==> config.mk <==
export PLATFORM = sky130hd
export DESIGN_NAME = mem_access_stage
export DESIGN_NICKNAME = d
export VERILOG_FILES = /design/src/rtl/mem_access_stage.sv
export SDC_FILE = /design/constraint.sdc
export NUM_CORES = 1
export LEC_CHECK = 0
export ABC_AREA = 0
export BUFFER_PORTS_ARGS = -buffer_cell sky130_fd_sc_hd__buf_2
export CAP_MARGIN = 10
export CORE_MARGIN = 10
export CORE_UTILIZATION = 40
export DETAILED_ROUTE_END_ITERATION = 6
export PLACE_DENSITY_LB_ADDON = 0.08
export SLEW_MARGIN = 10
export SYNTH_ARGS = -nofsm -noshare
export SYNTH_HDL_FRONTEND = slang
export SYNTH_SLANG_ARGS = --single-unit
==> constraint.sdc <==
create_clock -name clk -period 2.1 [get_ports clk]
set_input_delay 0.105 -clock clk [delete_from_list [all_inputs] [get_ports clk]]
set_output_delay 0.105 -clock clk [all_outputs]
set_load 0.02 [all_outputs]
==> src/rtl/mem_access_stage.sv <==
// MEM stage: loads/stores over a req/ack data port with timeout abort.
// Optional misaligned-access trap enabled by defining MEM_ALIGN_CHECK_EN.
module mem_access_stage #(
  parameter int TIMEOUT = 15
) (
  input  logic        clk,
  input  logic        rst_n,
  input  logic        in_valid,
  input  logic [4:0]  in_pc,
  input  logic [31:0] in_alu_res,
  input  logic [31:0] in_write_data,
  input  logic [2:0]  in_jump_type,
  input  logic        in_reg_wrenable,
  input  logic [4:0]  in_write_reg,
  input  logic        in_mem_wrenable,
  input  logic        in_mem_to_reg,
  output logic        stall,
  output logic        dmem_req,
  output logic        dmem_we,
  output logic [31:0] dmem_addr,
  output logic [31:0] dmem_wdata,
  input  logic        dmem_ack,
  input  logic [31:0] dmem_rdata,
  output logic        wb_valid,
  output logic [4:0]  wb_pc,
  output logic [2:0]  wb_jump_type,
  output logic        wb_reg_wrenable,
  output logic [4:0]  wb_write_reg,
  output logic [31:0] wb_data,
  output logic        bus_err,
  output logic        misalign
);

  localparam int CW = (TIMEOUT > 1) ? $clog2(TIMEOUT) : 1;

  typedef enum logic {
    IDLE,
    ACCESS
  } state_t;

  state_t state, state_d;

  logic [CW-1:0] cnt;
  logic [4:0]    l_pc;
  logic [31:0]   l_alu;
  logic [2:0]    l_jt;
  logic          l_rwe;
  logic [4:0]    l_wr;
  logic          l_store;

  logic mem_op, bad_align, last;
  logic accept, pass, misal, done, abort;

  assign mem_op = in_mem_wrenable | in_mem_to_reg;
  assign last   = (cnt == CW'(TIMEOUT - 1));

`ifdef MEM_ALIGN_CHECK_EN
  assign bad_align = |in_alu_res[1:0];
`else
  assign bad_align = 1'b0;
`endif

  assign stall = (state == ACCESS) && !dmem_ack && !last;

  always_comb begin
    state_d = state;
    accept  = 1'b0;
    pass    = 1'b0;
    misal   = 1'b0;
    done    = 1'b0;
    abort   = 1'b0;
    unique case (state)
      IDLE: begin
        unique case (1'b1)
          !in_valid: ;
          in_valid && !mem_op: pass = 1'b1;
          in_valid && mem_op && bad_align: misal = 1'b1;
          in_valid && mem_op && !bad_align: begin
            accept  = 1'b1;
            state_d = ACCESS;
          end
        endcase
      end
      ACCESS: begin
        if (dmem_ack) begin
          done    = 1'b1;
          state_d = IDLE;
        end else if (last) begin
          abort   = 1'b1;
          state_d = IDLE;
        end
      end
    endcase
  end

  always_ff @(posedge clk or negedge rst_n) begin
    if (!rst_n) state <= IDLE;
    else        state <= state_d;
  end

  always_ff @(posedge clk or negedge rst_n) begin
    if (!rst_n) begin
      cnt             <= '0;
      l_pc            <= '0;
      l_alu           <= '0;
      l_jt            <= '0;
      l_rwe           <= 1'b0;
      l_wr            <= '0;
      l_store         <= 1'b0;
      dmem_req        <= 1'b0;
      dmem_we         <= 1'b0;
      dmem_addr       <= '0;
      dmem_wdata      <= '0;
      wb_valid        <= 1'b0;
      wb_pc           <= '0;
      wb_jump_type    <= '0;
      wb_reg_wrenable <= 1'b0;
      wb_write_reg    <= '0;
      wb_data         <= '0;
      bus_err         <= 1'b0;
      misalign        <= 1'b0;
    end else begin
      bus_err  <= abort;
      misalign <= misal;
      wb_valid <= pass | misal | done | abort;

      if (accept) begin
        cnt        <= '0;
        l_pc       <= in_pc;
        l_alu      <= in_alu_res;
        l_jt       <= in_jump_type;
        l_rwe      <= in_reg_wrenable;
        l_wr       <= in_write_reg;
        l_store    <= in_mem_wrenable;
        dmem_req   <= 1'b1;
        dmem_we    <= in_mem_wrenable;
        dmem_addr  <= {in_alu_res[31:2], 2'b00};
        dmem_wdata <= in_write_data;
      end else if (state == ACCESS && !done && !abort) begin
        cnt <= cnt + 1'b1;
      end

      // Abort keeps the bundle flowing but suppresses the register write
      if (done || abort) begin
        dmem_req        <= 1'b0;
        wb_pc           <= l_pc;
        wb_jump_type    <= l_jt;
        wb_reg_wrenable <= l_rwe & done;
        wb_write_reg    <= l_wr;
        wb_data         <= (done && !l_store) ? dmem_rdata : l_alu;
      end

      if (pass || misal) begin
        wb_pc           <= in_pc;
        wb_jump_type    <= in_jump_type;
        wb_reg_wrenable <= in_reg_wrenable & pass;
        wb_write_reg    <= in_write_reg;
        wb_data         <= in_alu_res;
      end
    end
  end

endmodule
==> impl_metrics.csv <==
group,metric,value,unit
timing,fmax,518,MHz
yosys,ys.flop_type,"dfrtp_1",
yosys,yosysWarningCount,0,
critical_path,critPathCapture,"wb_data[4]$_DFFE_PN0P_",
power_and_ir_drop,power_density,1110,mW/mm^2
cells_and_area,final_nets,887,
critical_path,worstReg2RegStart,"cnt[0]$_DFFE_PN0P_",
critical_path,critPathCaptureType,"flop",
placement,placed_cells,852,
cts,clockBufferDepth,2,
cells_and_area,areaGrowthSynthToFinish,43.0,%
cts,cts_tree,"built",
global_routing,track_usage,17.8,%
timing,grt_setup_unrepaired,"true",
critical_path,worstPathMaxFanout,32,
power_and_ir_drop,internal-power,0.00645,W
global_routing,busiest_layer,"met2",
cts,h-tree-depth,4,
yosys,ys_ff_latch,133,
timing,finalHoldViolations,0,
critical_path,timing.rr.end,"wb_data[4]$_DFFE_PN0P_",
cts,clk_pin_slew,0.06,ns
timing,skew,0.00386,ns
timing,timing.final.ws_setup,0.169,ns
timing,layout_worst_path_cycle_share,92.0,%
timing,max_slew_margin,33.0,%
timing,tightest_slew,1.01,ns
power_and_ir_drop,p_total,0.00968,W
yosys,synth_cells,487,
routing,drc,0,
yosys,post_synth_num_cell_types,32,
placement,place.gp.congestion,0.769,
global_routing,grt_util_met2,28.9,%
routing,finalWirelength,18.3,mm
power_and_ir_drop,power_leakage,4.21,nW
global_routing,grt_use_met1,21.3,%
routing,drtIter0Drc,170,
cells_and_area,final_cell_area,0.00873,mm^2
critical_path,crit_start,"cnt[0]$_DFFE_PN0P_",
critical_path,worstRegToRegCells,5,
power_and_ir_drop,vdd_ir_drop_max,569,uV
timing,setup_violations,0,
critical_path,crit_type,"reg2reg",
cells_and_area,n_antenna_cell,0,
routing,wl_per_cell,18.8,um
cells_and_area,drive_gt1_share,45.9,%
yosys,postSynth.asyncResetShare,100,%
yosys,synth-edff-count,0,
timing,period_minus_slack,1.93,ns
cts,clock_latency,0.41,ns
power_and_ir_drop,seq_power_share,37.8,%
placement,placed_area,0.00727,mm^2
critical_path,startpoint_type,"flop",
power_and_ir_drop,p_sw,0.00323,W
timing,maxSlewViolCount,0,
global_routing,gr-total-overflow,0,
min_path,hold_class,"in2reg",
cells_and_area,top_regs,"dmem_wdata x32, l_alu x32, wb_data x32",
routing,detailroute.via_count,4951,
cts,cts_resized,0,
die,io_pins,232,
cts,cts.sinks,133,
global_routing,grt_max_degree,61,
placement,dp_hpwl,12.3,mm
routing,final_antenna_net_count,0,
die,start_util,40.5,%
critical_path,reg2reg_slack,0.17,ns
die,fp-row-count,45,
placement,io_buffers,228,
min_path,hold_start,"dmem_rdata[14]",
placement,dp_slack,0.160,ns
run,cap_violations,0,
die,fp.dieW,144,um
power_and_ir_drop,power.clock.fraction,31.0,%
cts,cts_buffers,17,
critical_path,crit_required,2.42,ns
cts,cts_root_buffer,"clkbuf_16",
cells_and_area,layoutNonFillerInstCount,970,
yosys,ys_seq_area_share,54.5,%
timing,worst_hold_slack,0.0217,ns
global_routing,grt_pass1_wl,29.0,mm
global_routing,antenna_found_initial,0,
die,fp.coreArea,0.0151,mm^2
global_routing,grt_pass1_vias,5374,
power_and_ir_drop,swShare,33.3,%
yosys,avgSynthCellArea,12.5,um^2
die,die-height,144,um
power_and_ir_drop,comb_power_share,31.3,%
cells_and_area,num-fill-cells,1280,
routing,drt_pass1_iterations,4,
yosys,syn-cell-area,0.00611,mm^2
critical_path,arrival,2.25,ns
routing,vias_per_cell,5.10,
global_routing,met3_usage,6.60,%
outcome,status,"finished clean",
die,die_area,0.0206,mm^2
## worst max-delay path, cell delays in order, from the launching register on
cell	delay (ns)
dfrtp_1	0.38
inv_1	0.07
ha_1	0.26
a31oi_4	0.82
o211ai_1	0.17
o211ai_1	0.13
## final cells by class
| class | instances | area, um^2 | area share, % |
|---|---|---|---|
| inverter | 2 | 7.51 | 0.0859 |
| multi-input combinational | 286 | 2390 | 27.4 |
| clock buffer | 19 | 443 | 5.07 |
| clock inverter | 13 | 156 | 1.79 |
| timing repair buffer | 329 | 2170 | 24.9 |
| sequential | 133 | 3330 | 38.1 |
| tap | 188 | 235 | 2.69 |
## synthesized netlist by cell type (4+ instances only)
master | instances | area, um^2
nor2_1 | 4 | 15.0
and2_0 | 13 | 81.3
mux2_2 | 78 | 878
dfrtp_1 | 133 | 3330
and3_1 | 14 | 87.6
a221o_1 | 13 | 130
o211ai_1 | 64 | 480
o21ai_0 | 4 | 20.0
mux2i_1 | 34 | 340
buf_2 | 13 | 65.1
nand3_1 | 4 | 20.0
clkbuf_1 | 20 | 75.1
buf_4 | 33 | 248
nand2_1 | 35 | 131
## layer usage
layer  routed length [um]  vias up  share of wire, %
met1                 7670     2429                42
met5                    0        -                 0
met2                 8770      183                48
met4                  255        0               1.4
met3                 1560       18               8.6
li1                     -     2321                 -
## per-stage QoR
step	setup TNS, ns	utilization, %
4_1_cts	0	57.9
2_1_floorplan	0	-
3_5_place_dp	0	48.2
5_1_grt	-0.0123	57.9
6_report	0	57.9
3_3_place_gp	0	48.2
## placed cells by master (no fill, tap or decap), types with 5 or more instances in the layout
master	Yosys	layout
and2_0	13	13
and3_1	14	14
buf_4	33	11
o211ai_1	64	64
clkbuf_16	0	17
mux2i_1	34	34
dfrtp_1	133	133
dlygate4sd3_1	0	86
mux2_2	78	78
nand2_1	35	34
clkinvlp_4	0	5
buf_2	13	227
a221o_1	13	13
## repair_timing
item / CTS / global route
hold buffers: 86 / 0
setup endpoints to repair: 0 / 2
hold endpoints to repair: 181 / 0
buffers inserted: 0 / 0
## power by group through the flow
stage | logic [W] | registers [W] | clock network, W
after global placement | 0.00291 | 0.00367 | 0
after floorplan | 0.00145 | 0.00421 | 0
after detailed placement | 0.00295 | 0.00370 | 0
after CTS | 0.00308 | 0.00367 | 0.00307
after global routing | 0.00327 | 0.00376 | 0.00318
final | 0.00303 | 0.00366 | 0.00300
## how the worst min path moves through the flow
stage | endpoint | slack [ns] | cells past startpoint
6_report | wb_data[14]$_DFFE_PN0P_ | 0.02 | 3
5_1_grt | wb_data[9]$_DFFE_PN0P_ | 0.009 | 3
4_1_cts | wb_data[22]$_DFFE_PN0P_ | 0.0006 | 3
3_5_place_dp | l_alu[26]$_DFFE_PN0P_ | 0.14 | 1
3_3_place_gp | l_alu[29]$_DFFE_PN0P_ | 0.13 | 1
2_1_floorplan | bus_err$_DFF_PN0_ | -0.19 | 0
## cells by family after synthesis
| kind of cell | synth area share, % |
|---|---|
| AOI/OAI and AO/OA | 11.4 |
| adders and majority gates | 0.410 |
| buffers and inverters | 6.84 |
| DFF | 54.5 |
| muxes | 20.0 |
| other | 0.0614 |
| and+or+nand+nor | 6.82 |
Power figures use the tool's default switching activity.
